[src/rtl/inst_fetch_stage_pkg.sv]
// ---------------------------------------------------------------------------
// inst_fetch_stage_pkg
//  Shared definitions for the MIPS IF stage:
//   - pc_src encodings driven by the pipeline controller
//   - IF fetch FSM state codes
//   - a helper that word-aligns redirect targets
// ---------------------------------------------------------------------------
package inst_fetch_stage_pkg;

   localparam logic [2:0] PC_NEXT     = 3'd0;
   localparam logic [2:0] PC_JUMP     = 3'd1;
   localparam logic [2:0] PC_BRANCH   = 3'd2;
   localparam logic [2:0] PC_FWD_DATA = 3'd3;
   localparam logic [2:0] PC_EPC      = 3'd4;

   localparam logic [31:0] INST_NOP = 32'h0000_0000;

   typedef enum logic [1:0] {
      IF_FETCH   = 2'd0,
      IF_HOLD    = 2'd1,
      IF_DISCARD = 2'd2
   } if_state_e;

   // Instruction addresses are always word aligned, so the two low bits of
   // any redirect target are simply cleared.
   function automatic logic [31:0] alignWord(input logic [31:0] addr);
      return addr & ~32'h0000_0003;
   endfunction

endpackage

[src/rtl/inst_fetch_stage_if.sv]
// ---------------------------------------------------------------------------
// inst_fetch_stage_if
//  Instruction ROM fetch handshake.
//   rom_req   : fetch request, held until rom_ack
//   rom_addr  : fetch address, stable while rom_req && !rom_ack
//   rom_rdata : instruction word, valid together with rom_ack
//   rom_ack   : one-cycle completion pulse (may be in the first req cycle)
//  master = IF stage, slave = instruction ROM.
// ---------------------------------------------------------------------------
interface inst_fetch_stage_if;

   logic        rom_req;
   logic [31:0] rom_addr;
   logic [31:0] rom_rdata;
   logic        rom_ack;

   modport master (
      output rom_req,
      output rom_addr,
      input  rom_rdata,
      input  rom_ack
   );

   modport slave (
      input  rom_req,
      input  rom_addr,
      output rom_rdata,
      output rom_ack
   );

endinterface

[src/rtl/inst_fetch_stage_if_id_reg.sv]
// ---------------------------------------------------------------------------
// inst_fetch_stage_if_id_reg
//  IF/ID pipeline register feeding the ID-stage decoder.
//  Ports:
//   clk, rst_n : clock, asynchronous active-low reset
//   en_i       : register load enable (low = hold everything)
//   flush_i    : synchronous flush, inserts a NOP (highest priority)
//   load_i     : the IF stage presents a fetched word this cycle
//   inst_i     : fetched instruction word
//   pc_i       : address of that instruction
//   inst_o     : instruction in ID
//   pc_o       : PC of inst_o
//   pc4_o      : pc_o + 4
//   valid_o    : inst_o is a real fetched instruction
// ---------------------------------------------------------------------------
module inst_fetch_stage_if_id_reg
   import inst_fetch_stage_pkg::*;
(
   input  logic        clk,
   input  logic        rst_n,
   input  logic        en_i,
   input  logic        flush_i,
   input  logic        load_i,
   input  logic [31:0] inst_i,
   input  logic [31:0] pc_i,
   output logic [31:0] inst_o,
   output logic [31:0] pc_o,
   output logic [31:0] pc4_o,
   output logic        valid_o
);

   logic [31:0] inst_q, inst_d;
   logic [31:0] pc_q,   pc_d;
   logic [31:0] pc4_q,  pc4_d;
   logic        valid_q, valid_d;

   // Next-state of the IF/ID register. A flush beats a hold, and a hold
   // beats a load. When the stage is enabled but IF has nothing to hand over
   // (ROM wait, discard, load stall) the old word stays visible but is
   // marked invalid, so ID sees a bubble rather than a repeated instruction.
   always_comb begin
      inst_d  = inst_q;
      pc_d    = pc_q;
      pc4_d   = pc4_q;
      valid_d = valid_q;
      if (flush_i) begin
         inst_d  = INST_NOP;
         valid_d = 1'b0;
      end else if (en_i) begin
         if (load_i) begin
            inst_d  = inst_i;
            pc_d    = pc_i;
            pc4_d   = pc_i + 32'd4;
            valid_d = 1'b1;
         end else begin
            valid_d = 1'b0;
         end
      end
   end

   // Register bank; reset leaves a NOP at PC 0 with its link value of 4.
   always_ff @(posedge clk or negedge rst_n) begin
      if (!rst_n) begin
         inst_q  <= INST_NOP;
         pc_q    <= 32'h0000_0000;
         pc4_q   <= 32'h0000_0004;
         valid_q <= 1'b0;
      end else begin
         inst_q  <= inst_d;
         pc_q    <= pc_d;
         pc4_q   <= pc4_d;
         valid_q <= valid_d;
      end
   end

   assign inst_o  = inst_q;
   assign pc_o    = pc_q;
   assign pc4_o   = pc4_q;
   assign valid_o = valid_q;

endmodule

[src/rtl/inst_fetch_stage.sv]
// ---------------------------------------------------------------------------
// inst_fetch_stage
//  IF stage of the MIPS 5-stage pipeline. Owns the PC, the ROM fetch
//  handshake and the IF/ID register, and reports rom_stall to the controller.
//  Parameters:
//   RESET_PC        : PC after reset or if_rst
//  Ports:
//   clk, rst_n      : clock, asynchronous active-low reset
//   if_en_i         : IF advance enable
//   if_rst_i        : synchronous IF flush, restart at RESET_PC
//   id_en_i         : IF/ID load enable
//   id_rst_i        : synchronous IF/ID flush (NOP)
//   pc_src_i        : next-PC select (PC_NEXT/JUMP/BRANCH/FWD_DATA/EPC)
//   *_target_i      : redirect targets for each pc_src
//   rom             : ROM fetch handshake (master side)
//   rom_stall_o     : fetch not yet complete
//   inst_id_o       : instruction in ID
//   pc_id_o         : PC of inst_id_o
//   pc4_id_o        : pc_id_o + 4
//   id_valid_o      : inst_id_o is a real fetched instruction
// ---------------------------------------------------------------------------
module inst_fetch_stage
   import inst_fetch_stage_pkg::*;
#(
   parameter logic [31:0] RESET_PC = 32'h0000_0000
)(
   input  logic                     clk,
   input  logic                     rst_n,
   input  logic                     if_en_i,
   input  logic                     if_rst_i,
   input  logic                     id_en_i,
   input  logic                     id_rst_i,
   input  logic [2:0]               pc_src_i,
   input  logic [31:0]              jump_target_i,
   input  logic [31:0]              branch_target_i,
   input  logic [31:0]              fwd_target_i,
   input  logic [31:0]              epc_target_i,
   inst_fetch_stage_if.master       rom,
   output logic                     rom_stall_o,
   output logic [31:0]              inst_id_o,
   output logic [31:0]              pc_id_o,
   output logic [31:0]              pc4_id_o,
   output logic                     id_valid_o
);

   if_state_e   state_q, state_d;
   logic [31:0] pc_q, pc_d;
   logic [31:0] discAddr_q, discAddr_d;
   logic [31:0] holdWord_q, holdWord_d;
   logic        started_q;

   logic        redirect;
   logic [31:0] redirTarget;
   logic [31:0] npc;
   logic        romReq;
   logic        ackSeen;
   logic        idLoad;
   logic [31:0] idInst;

   // Next-PC selection. Unused pc_src codes behave like PC_NEXT so a stray
   // encoding can never throw the fetch stream into DISCARD.
   always_comb begin
      redirect    = 1'b0;
      redirTarget = pc_q;
      case (pc_src_i)
         PC_JUMP: begin
            redirect    = 1'b1;
            redirTarget = alignWord(jump_target_i);
         end
         PC_BRANCH: begin
            redirect    = 1'b1;
            redirTarget = alignWord(branch_target_i);
         end
         PC_FWD_DATA: begin
            redirect    = 1'b1;
            redirTarget = alignWord(fwd_target_i);
         end
         PC_EPC: begin
            redirect    = 1'b1;
            redirTarget = alignWord(epc_target_i);
         end
         default: begin
            redirect    = 1'b0;
            redirTarget = pc_q;
         end
      endcase
      npc = redirect ? redirTarget : (pc_q + 32'd4);
   end

   // ROM request side. The request stays off until the first clock after
   // reset; DISCARD keeps presenting the stale address so the ROM sees a
   // stable request until it acknowledges. The ack->stall path is purely
   // combinational so a zero-wait ROM never stalls the pipeline.
   always_comb begin
      romReq      = (started_q && (state_q == IF_FETCH)) || (state_q == IF_DISCARD);
      ackSeen     = romReq && rom.rom_ack;
      rom_stall_o = (started_q && (state_q == IF_FETCH) && !rom.rom_ack)
                  || (state_q == IF_DISCARD);
   end

   assign rom.rom_req  = romReq;
   assign rom.rom_addr = (state_q == IF_DISCARD) ? discAddr_q : pc_q;

   // Fetch FSM next-state logic. if_rst outranks any redirect; a request
   // already on the bus is never withdrawn, it is parked in DISCARD instead.
   // While a word waits in HOLD, pc_q still holds that word's address, so
   // it doubles as the held PC.
   always_comb begin
      state_d    = state_q;
      pc_d       = pc_q;
      discAddr_d = discAddr_q;
      holdWord_d = holdWord_q;
      idLoad     = 1'b0;
      idInst     = rom.rom_rdata;
      case (state_q)
         IF_FETCH: begin
            if (!started_q) begin
               if (if_rst_i) begin
                  pc_d = RESET_PC;
               end else if (redirect) begin
                  pc_d = redirTarget;
               end
            end else if (if_rst_i) begin
               pc_d       = RESET_PC;
               holdWord_d = INST_NOP;
               if (!ackSeen) begin
                  state_d    = IF_DISCARD;
                  discAddr_d = pc_q;
               end
            end else if (ackSeen) begin
               if (if_en_i) begin
                  idLoad = 1'b1;
                  idInst = rom.rom_rdata;
                  pc_d   = npc;
               end else if (redirect) begin
                  pc_d = redirTarget;
               end else begin
                  holdWord_d = rom.rom_rdata;
                  state_d    = IF_HOLD;
               end
            end else if (redirect) begin
               pc_d       = redirTarget;
               discAddr_d = pc_q;
               state_d    = IF_DISCARD;
            end
         end
         IF_HOLD: begin
            if (if_rst_i) begin
               pc_d       = RESET_PC;
               holdWord_d = INST_NOP;
               state_d    = IF_FETCH;
            end else if (if_en_i) begin
               idLoad  = 1'b1;
               idInst  = holdWord_q;
               pc_d    = npc;
               state_d = IF_FETCH;
            end else if (redirect) begin
               pc_d       = redirTarget;
               holdWord_d = INST_NOP;
               state_d    = IF_FETCH;
            end
         end
         IF_DISCARD: begin
            if (if_rst_i) begin
               pc_d = RESET_PC;
            end else if (redirect) begin
               pc_d = redirTarget;
            end
            if (ackSeen) begin
               state_d = IF_FETCH;
            end
         end
         default: begin
            state_d = IF_FETCH;
         end
      endcase
   end

   // State, PC and buffer registers.
   always_ff @(posedge clk or negedge rst_n) begin
      if (!rst_n) begin
         state_q    <= IF_FETCH;
         pc_q       <= RESET_PC;
         discAddr_q <= RESET_PC;
         holdWord_q <= INST_NOP;
         started_q  <= 1'b0;
      end else begin
         state_q    <= state_d;
         pc_q       <= pc_d;
         discAddr_q <= discAddr_d;
         holdWord_q <= holdWord_d;
         started_q  <= 1'b1;
      end
   end

   inst_fetch_stage_if_id_reg u_if_id_reg (
      .clk     (clk),
      .rst_n   (rst_n),
      .en_i    (id_en_i),
      .flush_i (id_rst_i),
      .load_i  (idLoad),
      .inst_i  (idInst),
      .pc_i    (pc_q),
      .inst_o  (inst_id_o),
      .pc_o    (pc_id_o),
      .pc4_o   (pc4_id_o),
      .valid_o (id_valid_o)
   );

endmodule

[src/flat_wrapper.sv]
// flat-port wrapper written by rule: the top's interface ports become plain ports
module inst_fetch_stage_flat import inst_fetch_stage_pkg::*;
#(
   parameter logic [31:0] RESET_PC = 32'h0000_0000
)
  (clk, rst_n, if_en_i, if_rst_i, id_en_i, id_rst_i, pc_src_i, jump_target_i, branch_target_i, fwd_target_i, epc_target_i, rom_stall_o, inst_id_o, pc_id_o, pc4_id_o, id_valid_o, rom_rom_req, rom_rom_addr, rom_rom_rdata, rom_rom_ack);
  inst_fetch_stage_if rom_i ();
  input  logic clk;
  input  logic rst_n;
  input  logic if_en_i;
  input  logic if_rst_i;
  input  logic id_en_i;
  input  logic id_rst_i;
  input  logic [2:0] pc_src_i;
  input  logic [31:0] jump_target_i;
  input  logic [31:0] branch_target_i;
  input  logic [31:0] fwd_target_i;
  input  logic [31:0] epc_target_i;
  output logic rom_stall_o;
  output logic [31:0] inst_id_o;
  output logic [31:0] pc_id_o;
  output logic [31:0] pc4_id_o;
  output logic id_valid_o;
  output wire logic [$bits(rom_i.rom_req)-1:0] rom_rom_req;
  output wire logic [$bits(rom_i.rom_addr)-1:0] rom_rom_addr;
  input wire logic [$bits(rom_i.rom_rdata)-1:0] rom_rom_rdata;
  input wire logic [$bits(rom_i.rom_ack)-1:0] rom_rom_ack;
  assign rom_rom_req = rom_i.rom_req;
  assign rom_rom_addr = rom_i.rom_addr;
  assign rom_i.rom_rdata = rom_rom_rdata;
  assign rom_i.rom_ack = rom_rom_ack;
  inst_fetch_stage #(.RESET_PC(RESET_PC)) u_core (.clk(clk), .rst_n(rst_n), .if_en_i(if_en_i), .if_rst_i(if_rst_i), .id_en_i(id_en_i), .id_rst_i(id_rst_i), .pc_src_i(pc_src_i), .jump_target_i(jump_target_i), .branch_target_i(branch_target_i), .fwd_target_i(fwd_target_i), .epc_target_i(epc_target_i), .rom(rom_i), .rom_stall_o(rom_stall_o), .inst_id_o(inst_id_o), .pc_id_o(pc_id_o), .pc4_id_o(pc4_id_o), .id_valid_o(id_valid_o));
endmodule
[config.mk]
export PLATFORM = sky130hd
export DESIGN_NAME = inst_fetch_stage_flat
export DESIGN_NICKNAME = d
export VERILOG_FILES = /design/src/rtl/inst_fetch_stage_pkg.sv /design/src/rtl/inst_fetch_stage_if.sv /design/src/rtl/inst_fetch_stage_if_id_reg.sv /design/src/rtl/inst_fetch_stage.sv /design/src/flat_wrapper.sv
export SDC_FILE = /design/constraint.sdc
export NUM_CORES = 1
export LEC_CHECK = 0
export CORE_ASPECT_RATIO = 1.1
export CORE_MARGIN = 2
export CORE_UTILIZATION = 53
export DETAILED_ROUTE_END_ITERATION = 8
export PLACE_DENSITY = 0.89
export SLEW_MARGIN = 20
export SYNTH_ARGS = -nofsm -noshare
export SYNTH_HDL_FRONTEND = slang
export SYNTH_SLANG_ARGS = --single-unit
[constraint.sdc]
create_clock -name clk -period 4.6 [get_ports clk]
set_input_delay 1.15 -clock clk [delete_from_list [all_inputs] [get_ports clk]]
set_output_delay 1.15 -clock clk [all_outputs]
set_load 0.01 [all_outputs]
# Word-level counts from Yosys, hierarchy flattened
# Cells that the tools add are included.
classes:
  mux: 52
  add_sub_neg: 1
  n_reduce_logical: 18
  bitwise_logic: 2
  n_eq_ne: 18
op_table:
  columns: ["op", "n"]
  rows:
  - ["$mux 32", 27]
  - ["$pmux 32 s4", 1]
  - ["$pmux 32 s3", 1]
  - ["$pmux 32 s2", 1]
  - ["$add 32x3->32 const B", 1]
  - ["$mux 2", 11]
  - ["$ne 3x3->1 const B", 6]
  - ["$reduce_and 7->1", 2]
  - ["$mux 1", 9]
  - ["$reduce_bool 2->1", 4]
  - ["$eq 3x2->1 const B", 2]
  - ["$ne 3x2->1 const B", 2]
  - ["$pmux 2 s3", 1]
  - ["$ne 2x1->1 const B", 2]
  - ["$ne 4x2->1 const B", 1]
  - ["$ne 4x3->1 const B", 1]
  - ["$reduce_and 4->1", 1]
  - ["$reduce_or 4->1", 1]
  - ["$eq 3x1->1 const B", 1]
  - ["$eq 3x3->1 const B", 1]
  - ["$logic_and 1x1->1", 3]
  - ["$reduce_and 3->1", 1]
  - ["$reduce_bool 3->1", 1]
  - ["$eq 2x1->1 const B", 1]
  - ["other kinds (7)", 9]
word_totals:
  inputBits: 170
  wordCells: 100
  out_inout_bits: 131
  ff_bits: 196

# Depth between registers and ports, before layout
# Gate-level depths: netlist of run 1.
depth:
  word_depth: 11
  depth_mapped: 11
  ltp_nobuf: 8

# By module
# From an unflattened synthesis of run 1, not the netlist that was laid out.
hier_totals:
  cells_unflattened: 1237
  area_unflattened_um2: 11408.4
modules_own_cells:
  columns: ["mod", "area_per_inst_um2", "instances", "cells_per_inst"]
  rows:
  - ["inst_fetch_stage", 7382.1, 1, 848]
  - ["inst_fetch_stage_if_id_reg", 4026.4, 1, 389]

# Worst setup path before layout of run 1
# No wires, ideal clock.
synth_timing:
  path_kind: "flip-flop to output port"
  from: "register u_core.state_q[0]"
  to: "output rom_rom_addr[10]"
  path_stages_with_launch: 6
  slack_ns: 1.745
  n_path_buf: 2
  t_arrival_ns: 1.705
  t_required_ns: 3.450
  path_cell_list: "dfrtp_1 -> inv_1 -> ha_1 -> clkbuf_1 -> clkbuf_1 -> mux2_2"
synth_between:
  elab_chain_len: 2
synth_rtl:
  columns: ["element", "line_no", "rtl"]
  rows:
  - ["start, declared", "inst_fetch_stage.sv:46", "if_state_e state_q, state_d;"]
  - ["start signal, assigned", "inst_fetch_stage.sv:188", "state_q <= state_d;"]
  - ["$eq 2x2->1", "inst_fetch_stage.sv:102", "assign rom.rom_addr = (state_q == IF_DISCARD) ? discAddr_q : pc_q;"]
  - ["$mux 32", "inst_fetch_stage.sv:102", null]
  - ["end, declared", "flat_wrapper.sv:25", "output wire logic [$bits(rom_i.rom_addr)-1:0] rom_rom_addr;"]
# No other way between the ends.

# Final worst setup path of run 1
layout_timing:
  from: "register u_core.state_q[0]"
  to: "output rom_rom_addr[26]"
# Same word-level chain as after synthesis.

==> qor.yml, run 1 <==
core_um2: 19800
drive_gt1_share_pct: 10.1
synth-edff-count: 0
yosysTopAreaCellShare_pct: 45.2
cts_inserted_buffers: 17
rsz0062_at_grt: "false"
antenna_found_initial: 1
syn_inst: 1149
finalSetupViolations: 0
critPathMaxFanout: 26
irDropWorstVdd_mv: 0.362
slew_headroom_pct: 31.1
grt-ovfl-total: 0
stdcell_count: 1642
slew_violations: 0
clk_pin_slew_ps: 70
worstPathArrival_ps: 2770
io_pins: 301
critPathBufInv: 3
grt_max_degree: 98
setup.worst_path.start_class: "flop"
placedCellCount: 1610
antenna_cells: 0
endpoint: "rom_rom_addr[26]"
die-area_um2: 21300
hold_viol: 0
reg2reg_to: "u_core.pc_q[28]$_DFFE_PN0P_"
yosys_warnings: 0
vias: 10000
ff2ff_setup_slack_ps: 1460
cp_cell_sequence: "inv_1 -> ha_2 -> buf_4 -> mux2_2 -> clkdlybuf4s50_1"
synthFlopType: "dfrtp_1"
synth_area_um2: 10700
drc: 0
cts_tree: "built"
viasPerCell: 6.12
cp.required_ps: 3450
hold_class: "flop to flop"
hold_buffers: 0
worst_pin_slew_ps: 1030
clock_skew_ps: 10.4
die_w_um: 139
synth_area_leaders: "dfrtp_1 45%, nand2_1 7.4%, mux2_2 6.1%"
critPathMaxStageDelay_ps: 650
hpwl_mm: 24.3
clk_path_buf_depth: 2
fp.dieH_um: 153
grtUsageTotal_pct: 31.5
r2r-start: "u_core.state_q[0]$_DFFE_PN0P_"
crit_path_start: "u_core.state_q[0]$_DFFE_PN0P_"
grt_first_pass_wirelength_mm: 53.7
maxCapViolations: 0
gp_congestion: 0.881
critPathKind: "flop to output pin"
critPathTopFamily: "buffers and inverters"
syn_area_per_cell_um2: 9.31
ys_seq_area_share_pct: 45.4
cts_root_buf: "clkbuf_16"
period_share_pct: 85.3
endpoint_kind: "output pin"
synth-seq-cells: 194
insertion_delay_ps: 440
fmax_mhz: 255
h-tree-depth: 4
ant_nets: 0
synth_top_cell_by_area: "dfrtp_1"
power.density_nw_per_um2: 514
port_buffers: 292
routed_wl_mm: 34.1
cp.depth: 5
rr_worst_depth: 8
dr.pass1.iters: 6
ys_async_sr_fraction_pct: 100
wl_per_cell_um: 20.7
grt_pass1_vias: 9828
leakage_uw: 0.00638
rows: 54
cts_setup_buffers: 0
synthTopCellsByCount: "212 x nand2_1, 193 x dfrtp_1, 73 x nor2_1"
drtIter0Drc: 933
crit_path_top_delay_cell: "ha_2"
layout_min_cycle_time_ps: 3920
start_util_pct: 54.0
synth.most_common_cell: "nand2_1"
area_growth_pct: 33.7
post_synth_num_cell_types: 74
status: "completed"
cts_resized: 0
cts.sink_count: 194
worst_hold_slack_ps: 469
tns_ps: 0
synthesis.nets: 1324
fin_nets: 1552
[worst min-delay path by stage]
stage,from,to,slack (ps),cells after the start
4_1_cts,u_core.holdWord_q[1]$_DFFE_PN0P_,u_core.holdWord_q[1]$_DFFE_PN0P_,470,2
5_1_grt,u_core.holdWord_q[24]$_DFFE_PN0P_,u_core.holdWord_q[24]$_DFFE_PN0P_,490,2
3_3_place_gp,u_core.holdWord_q[24]$_DFFE_PN0P_,u_core.holdWord_q[24]$_DFFE_PN0P_,450,2
3_5_place_dp,u_core.holdWord_q[1]$_DFFE_PN0P_,u_core.holdWord_q[1]$_DFFE_PN0P_,450,2
2_1_floorplan,u_core.holdWord_q[0]$_DFFE_PN0P_,u_core.holdWord_q[0]$_DFFE_PN0P_,440,2
6_report,u_core.holdWord_q[10]$_DFFE_PN0P_,u_core.holdWord_q[10]$_DFFE_PN0P_,470,2
[cell type report]
class	count	area, um^2
inverter	16	60.1
fill	1451	5500
tap	252	315
multi-input combinational	832	5330
sequential	194	4860
clock buffer	19	453
clock inverter	13	168
timing repair buffer	316	3110
[tightest hold or removal path: stages (launching register included)]
cell,delay (ps)
dfrtp_1,340
nand2_1,50
nand2_1,50
[per-layer routing]
metal  up-vias  GRT usage (%)  wire, um
met3       101           8.30      2980
met2       548           52.8     16700
met1      4849           39.3     13100
met5         -              0        13
li1       4543              -         -
met4         2           11.8      1260
[logic make-up after synthesis]
family | Yosys count | synth area share [%]
simple gates | 412 | 18.1
mux | 116 | 11.6
other cells | 1 | 0.0351
buf+inv | 123 | 5.18
xor+xnor | 30 | 2.53
compound gates | 268 | 16.6
fa+ha+maj | 5 | 0.585
flops | 194 | 45.4
[per-stage QoR]
stage / instance area (um^2) / setup slack, ps / util (%) / total power [uW]
after floorplan: 10700 / 1740 / - / 4320
after global placement: 13700 / 766 / 69.1 / 5650
after detailed placement: 13700 / 674 / 69.1 / 5760
after CTS: 14300 / 665 / 72.2 / 7330
after global routing: 14300 / 575 / 72.2 / 7730
final: 14300 / 677 / 72.2 / 7350
[layout by cell type, fill, tap and decap left out, types with 6 or more instances in the layout]
| master | n |
|---|---|
| o31ai_1 | 10 |
| or3_1 | 6 |
| nand3_1 | 43 |
| nand2_1 | 212 |
| o22ai_1 | 36 |
| o21a_1 | 8 |
| xor2_1 | 11 |
| clkbuf_16 | 17 |
| a211oi_1 | 39 |
| nor3_1 | 12 |
| dfrtp_1 | 193 |
| a221oi_1 | 11 |
| a21oi_1 | 36 |
| a2111oi_0 | 7 |
| buf_4 | 23 |
| xnor2_1 | 17 |
| o21ai_0 | 63 |
| clkdlybuf4s50_1 | 290 |
| nor2b_1 | 10 |
| a31oi_1 | 13 |
| inv_1 | 14 |
| and3_1 | 9 |
| and4_1 | 6 |
| nand2b_1 | 8 |
| nor2_1 | 72 |
| mux2_2 | 58 |
| mux2i_1 | 56 |
[power by group]
group	switching [uW]	internal (uW)
Combinational	1560	1510
Clock	711	852
Sequential	506	2210
Total	2780	4570
[registers in the layout, summed over array words and instances (netlist names)]
| name | count |
|---|---|
| u_core.discAddr_q | 32 |
| u_core.holdWord_q | 32 |
| u_core.pc_q | 32 |
| u_core.u_if_id_reg.inst_o | 32 |
| u_core.u_if_id_reg.pc_o | 32 |
| u_core.u_if_id_reg.pc4_o | 30 |
| u_core.state_q | 2 |
| u_core.started_q | 1 |
| u_core.u_if_id_reg.valid_o | 1 |
No activity file was read; power rests on OpenSTA's default activity.
==> run 2, diff against run 1 <==
--- a/config.mk
+++ b/config.mk
@@ -7,9 +7,10 @@
 export LEC_CHECK = 0
 export CORE_ASPECT_RATIO = 1.1
 export CORE_MARGIN = 2
-export CORE_UTILIZATION = 53
+export CORE_UTILIZATION = 37
 export DETAILED_ROUTE_END_ITERATION = 8
-export PLACE_DENSITY = 0.89
+export GPL_TIMING_DRIVEN = 0
+export PLACE_DENSITY = 0.66
 export SLEW_MARGIN = 20
 export SYNTH_ARGS = -nofsm -noshare
 export SYNTH_HDL_FRONTEND = slang
==> qor.yml, run 2 (same netlist as run 1, synthesis figures left out) <==
cp_cell_sequence: "inv_1 -> ha_1 -> clkbuf_1 -> clkbuf_1 -> mux2_2 -> clkdlybuf4s50_1"
cts_root_buf: "clkbuf_16"
critPathBufInv: 4
slew_headroom_pct: 43.6
vias: 10200
fmax_mhz: 234
clk_pin_slew_ps: 70
fin_nets: 1635
final_util_pct: 51.5
fp.dieH_um: 182
io_pins: 301
r2r-start: "u_core.state_q[0]$_DFFE_PN0P_"
crit_path_top_delay_cell: "clkbuf_1"
final_common_cell: "clkdlybuf4s50_1"
cts_tree: "built"
clk_path_buf_depth: 2
area_growth_pct: 37.5
hold_class: "flop to flop"
final_cell_mix: "289 x clkdlybuf4s50_1, 212 x nand2_1, 193 x dfrtp_1, 73 x nor2_1, 63 x o21ai_0"
critPathMaxFanout: 10
rr_worst_depth: 11
die_w_um: 166
grt_first_pass_wirelength_mm: 60.5
period_share_pct: 92.8
path_common_cell: "clkbuf_1"
crit_path_start: "u_core.state_q[0]$_DFFE_PN0P_"
irDropWorstVdd_mv: 0.242
wl_per_cell_um: 21.1
dr.pass1.iters: 8
ff2ff_setup_slack_ps: 1550
drive_gt1_share_pct: 10.5
ant_nets: 0
cts_inserted_buffers: 17
cts_setup_buffers: 0
gp_congestion: 0.921
core_um2: 28500
cts.sink_count: 194
port_buffers: 290
grt-ovfl-total: 0
rsz0062_at_grt: "false"
p_total_uw: 7470
grt_max_degree: 74
drc: 0
placedCellCount: 1809
power.density_nw_per_um2: 508
rows: 65
cp.depth: 6
h-tree-depth: 4
die-area_um2: 30300
antenna_cells: 0
reg2reg_to: "u_core.pc_q[4]$_DFFE_PN0P_"
finalSetupViolations: 0
layout_min_cycle_time_ps: 4270
slew_violations: 0
cts_resized: 0
maxCapViolations: 0
worst_pin_slew_ps: 844
routed_wl_mm: 38.8
insertion_delay_ps: 450
hpwl_mm: 29.4
critPathKind: "flop to output pin"
stdcell_count: 1841
endpoint_kind: "output pin"
drtIter0Drc: 833
setup.worst_path.start_class: "flop"
start_util_pct: 37.5
worstPathArrival_ps: 3120
viasPerCell: 5.52
leakage_uw: 0.00653
status: "completed"
critPathTopFamily: "buffers and inverters"
grt_pass1_vias: 10100
fillers: 2614
endpoint: "rom_rom_addr[18]"
antenna_found_initial: 1
hold_buffers: 0
critPathMaxStageDelay_ps: 680
cp.required_ps: 3450
grtUsageTotal_pct: 25.7
hold_viol: 0
clock_skew_ps: 21.1
[run 2: cell count changes in the layout (fill, tap and decap cells not counted), sizes merged]
cell,previous run,this run
bufinv,2,0
inv,19,23
buf,25,52
clkbuf,20,76
clkinvlp,1,0
clkdlybuf4s50,290,289
[run 2: worst reg2reg max path: cells and delay by family (launching register included)]
family / cells / cell delay (ps)
buf+inv: 4 / 1170
fa+ha+maj: 1 / 300
flops: 1 / 400
compound gates: 4 / 520
simple gates: 2 / 570
[run 2: worst min path at each step]
stage	from	end	slack [ps]	cells after the start
after global routing	u_core.u_if_id_reg.pc4_o[2]$_DFFE_PN1P_	u_core.u_if_id_reg.pc4_o[2]$_DFFE_PN1P_	500	2
after global placement	u_core.holdWord_q[16]$_DFFE_PN0P_	u_core.holdWord_q[16]$_DFFE_PN0P_	450	2
after CTS	u_core.holdWord_q[22]$_DFFE_PN0P_	u_core.holdWord_q[22]$_DFFE_PN0P_	480	2
after detailed placement	u_core.holdWord_q[23]$_DFFE_PN0P_	u_core.holdWord_q[23]$_DFFE_PN0P_	460	2
after floorplan	u_core.holdWord_q[0]$_DFFE_PN0P_	u_core.holdWord_q[0]$_DFFE_PN0P_	440	2
final	u_core.holdWord_q[28]$_DFFE_PN0P_	u_core.holdWord_q[28]$_DFFE_PN0P_	470	2
[run 2: area by class of cell]
class	count	area, um^2	area share, %
multi-input combinational	832	5280	35.9
tap	368	460	3.13
clock buffer	18	439	2.99
buffer	107	494	3.36
inverter	16	60.1	0.408
sequential	194	4860	33.0
timing repair buffer	292	2960	20.1
clock inverter	14	151	1.03
[run 2: layer usage]
layer	up-vias	GRT usage [%]	part of all wire, %
met2	422	42.5	48
met5	-	0	0.018
li1	4716	-	-
met3	61	5.79	7.2
met4	2	8.03	2.8
met1	4964	33.7	42
[run 2: report_power, final]
part	total, uW	switching (uW)	internal (uW)
logic	3420	1850	1570
registers	2530	320	2210
clock network	1520	776	748
total	7470	2950	4530
[run 2: per-stage QoR]
| step | setup TNS (ps) | area (um^2) | setup WS [ps] | hold slack [ps] |
|---|---|---|---|---|
| final | 0 | 14700 | 329 | 471 |
| after CTS | 0 | 14700 | 310 | 477 |
| after floorplan | 0 | 10700 | 1740 | 438 |
| after detailed placement | 0 | 14100 | 684 | 459 |
| after global routing | 0 | 14700 | 186 | 498 |
| after global placement | -1157700 | 14100 | -6010 | 449 |
==> run 3, diff against run 2 <==
--- a/config.mk
+++ b/config.mk
@@ -5,12 +5,14 @@
 export SDC_FILE = /design/constraint.sdc
 export NUM_CORES = 1
 export LEC_CHECK = 0
+export CAP_MARGIN = 20
 export CORE_ASPECT_RATIO = 1.1
 export CORE_MARGIN = 2
 export CORE_UTILIZATION = 37
 export DETAILED_ROUTE_END_ITERATION = 8
 export GPL_TIMING_DRIVEN = 0
 export PLACE_DENSITY = 0.66
+export SETUP_SLACK_MARGIN = 0.2
 export SLEW_MARGIN = 20
 export SYNTH_ARGS = -nofsm -noshare
 export SYNTH_HDL_FRONTEND = slang
==> qor.yml, run 3 (same netlist as run 1, synthesis figures left out) <==
status: "completed"
grt_pass1_vias: 10100
vias: 10200
dr.pass1.iters: 5
cts.sink_count: 194
maxCapViolations: 0
stdcell_count: 1841
final_common_cell: "clkdlybuf4s50_1"
setup.worst_path.start_class: "flop"
core_um2: 28500
rows: 65
leakage_uw: 0.00654
switching_share_pct: 39.5
drtIter0Drc: 872
critPathMaxFanout: 10
routed_wl_mm: 39.0
clk_pin_slew_ps: 70
rsz0062_at_grt: "false"
h-tree-depth: 4
finalSetupViolations: 0
viasPerCell: 5.51
cp.required_ps: 3450
grt_max_degree: 74
fin_nets: 1635
grt_first_pass_wirelength_mm: 60.5
fp.dieH_um: 182
clock_skew_ps: 21.1
fmax_mhz: 235
drc: 0
drive_gt1_share_pct: 10.6
power_frac_comb_pct: 45.8
cts_root_buf: "clkbuf_16"
power_frac_clock_pct: 20.4
start_util_pct: 37.5
worstPathArrival_ps: 3110
irDropWorstVdd_mv: 0.242
period_share_pct: 92.6
critPathKind: "flop to output pin"
power.density_nw_per_um2: 509
grt-ovfl-total: 0
insertion_delay_ps: 450
worst_pin_slew_ps: 849
cts_inserted_buffers: 17
fillers: 2613
grtUsageTotal_pct: 25.7
antenna_cells: 0
hold_class: "flop to flop"
hold_viol: 0
switchingPower_uw: 2960
ant_nets: 0
slew_violations: 0
tns_ps: 0
ff2ff_setup_slack_ps: 1570
hold_buffers: 0
gp_congestion: 0.921
p_seq_share_pct: 33.8
area_growth_pct: 37.6
die-area_um2: 30300
p_int_uw: 4530
cts_tree: "built"
placedCellCount: 1809
final_cell_mix: "289 x clkdlybuf4s50_1, 212 x nand2_1, 193 x dfrtp_1, 73 x nor2_1, 63 x o21ai_0"
slew_headroom_pct: 43.2
wl_per_cell_um: 21.2
endpoint_kind: "output pin"
layout_min_cycle_time_ps: 4260
clk_path_buf_depth: 2
antenna_found_initial: 1
port_buffers: 290
io_pins: 301
hpwl_mm: 29.4
die_w_um: 166
==> run 3: cell count changes in the layout (fill, tap and decap cells not counted) <==
cell	change
clkbuf_1	-2
clkbuf_2	+2
==> run 3: power by group through the flow <==
stage                     clock (uW)  combinational (uW)  sequential (uW)
final                           1530                3430             2530
after global routing            1620                3690             2600
after CTS                       1550                3420             2530
after detailed placement           0                3400             2560
after global placement             0                3360             2540
after floorplan                    0                1760             2560
==> run 3: worst paths after layout <==
| kind | startpoint | endpoint | depth (start not counted) |
|---|---|---|---|
| max reg2reg | u_core.state_q[0]$_DFFE_PN0P_ | u_core.pc_q[14]$_DFFE_PN0P_ | 10 |
| min | u_core.holdWord_q[28]$_DFFE_PN0P_ | u_core.holdWord_q[28]$_DFFE_PN0P_ | 2 |
| min reg2reg | u_core.holdWord_q[28]$_DFFE_PN0P_ | u_core.holdWord_q[28]$_DFFE_PN0P_ | 2 |
| max | u_core.state_q[0]$_DFFE_PN0P_ | rom_rom_addr[5] | 6 |
| max in group asynchronous | rst_n | u_core.u_if_id_reg.pc4_o[2]$_DFFE_PN1P_ | 2 |
| min in group asynchronous | rst_n | u_core.u_if_id_reg.pc_o[9]$_DFFE_PN0P_ | 1 |
==> run 3: what timing repair did <==
action	in CTS	in global routing
endpoints found under the setup margin	0	2
gates resized for setup	0	4
setup buffers	0	0
endpoints found under the hold margin	0	0
==> run 3: worst max-delay path, cell delays in order (launching register included) <==
cell and delay, ps:
dfrtp_1 410, inv_1 90, ha_1 240, clkbuf_1 360, buf_1 640, mux2_2 410, clkdlybuf4s50_1 530
==> run 3: per-stage QoR <==
step / power (uW) / instance area [um^2] / util [%] / hold WS, ps / setup slack (ps)
floorplan: 4320 / 10700 / - / 438 / 1740
global placement: 5900 / 14100 / 49.2 / 449 / -6010
detailed placement: 5960 / 14100 / 49.4 / 459 / 684
CTS: 7490 / 14700 / 51.5 / 477 / 310
global route: 7910 / 14700 / 51.5 / 498 / 225
finish: 7490 / 14700 / 51.5 / 471 / 342
==> run 3: cell type report <==
type / instances / area (um^2) / share of cell area (%)
multi-input combinational: 832 / 5280 / 35.9
sequential: 194 / 4860 / 33.0
buffer: 107 / 497 / 3.38
inverter: 16 / 60.1 / 0.408
clock buffer: 18 / 439 / 2.99
timing repair buffer: 292 / 2960 / 20.1
clock inverter: 14 / 151 / 1.03
tap: 368 / 460 / 3.13
==> run 3: routing by layer <==
layer / wire length, um / track usage (%)
met1: 16500 / 33.7
met2: 18500 / 42.5
met3: 2880 / 5.79
met4: 1070 / 8.03
met5: 7 / 0
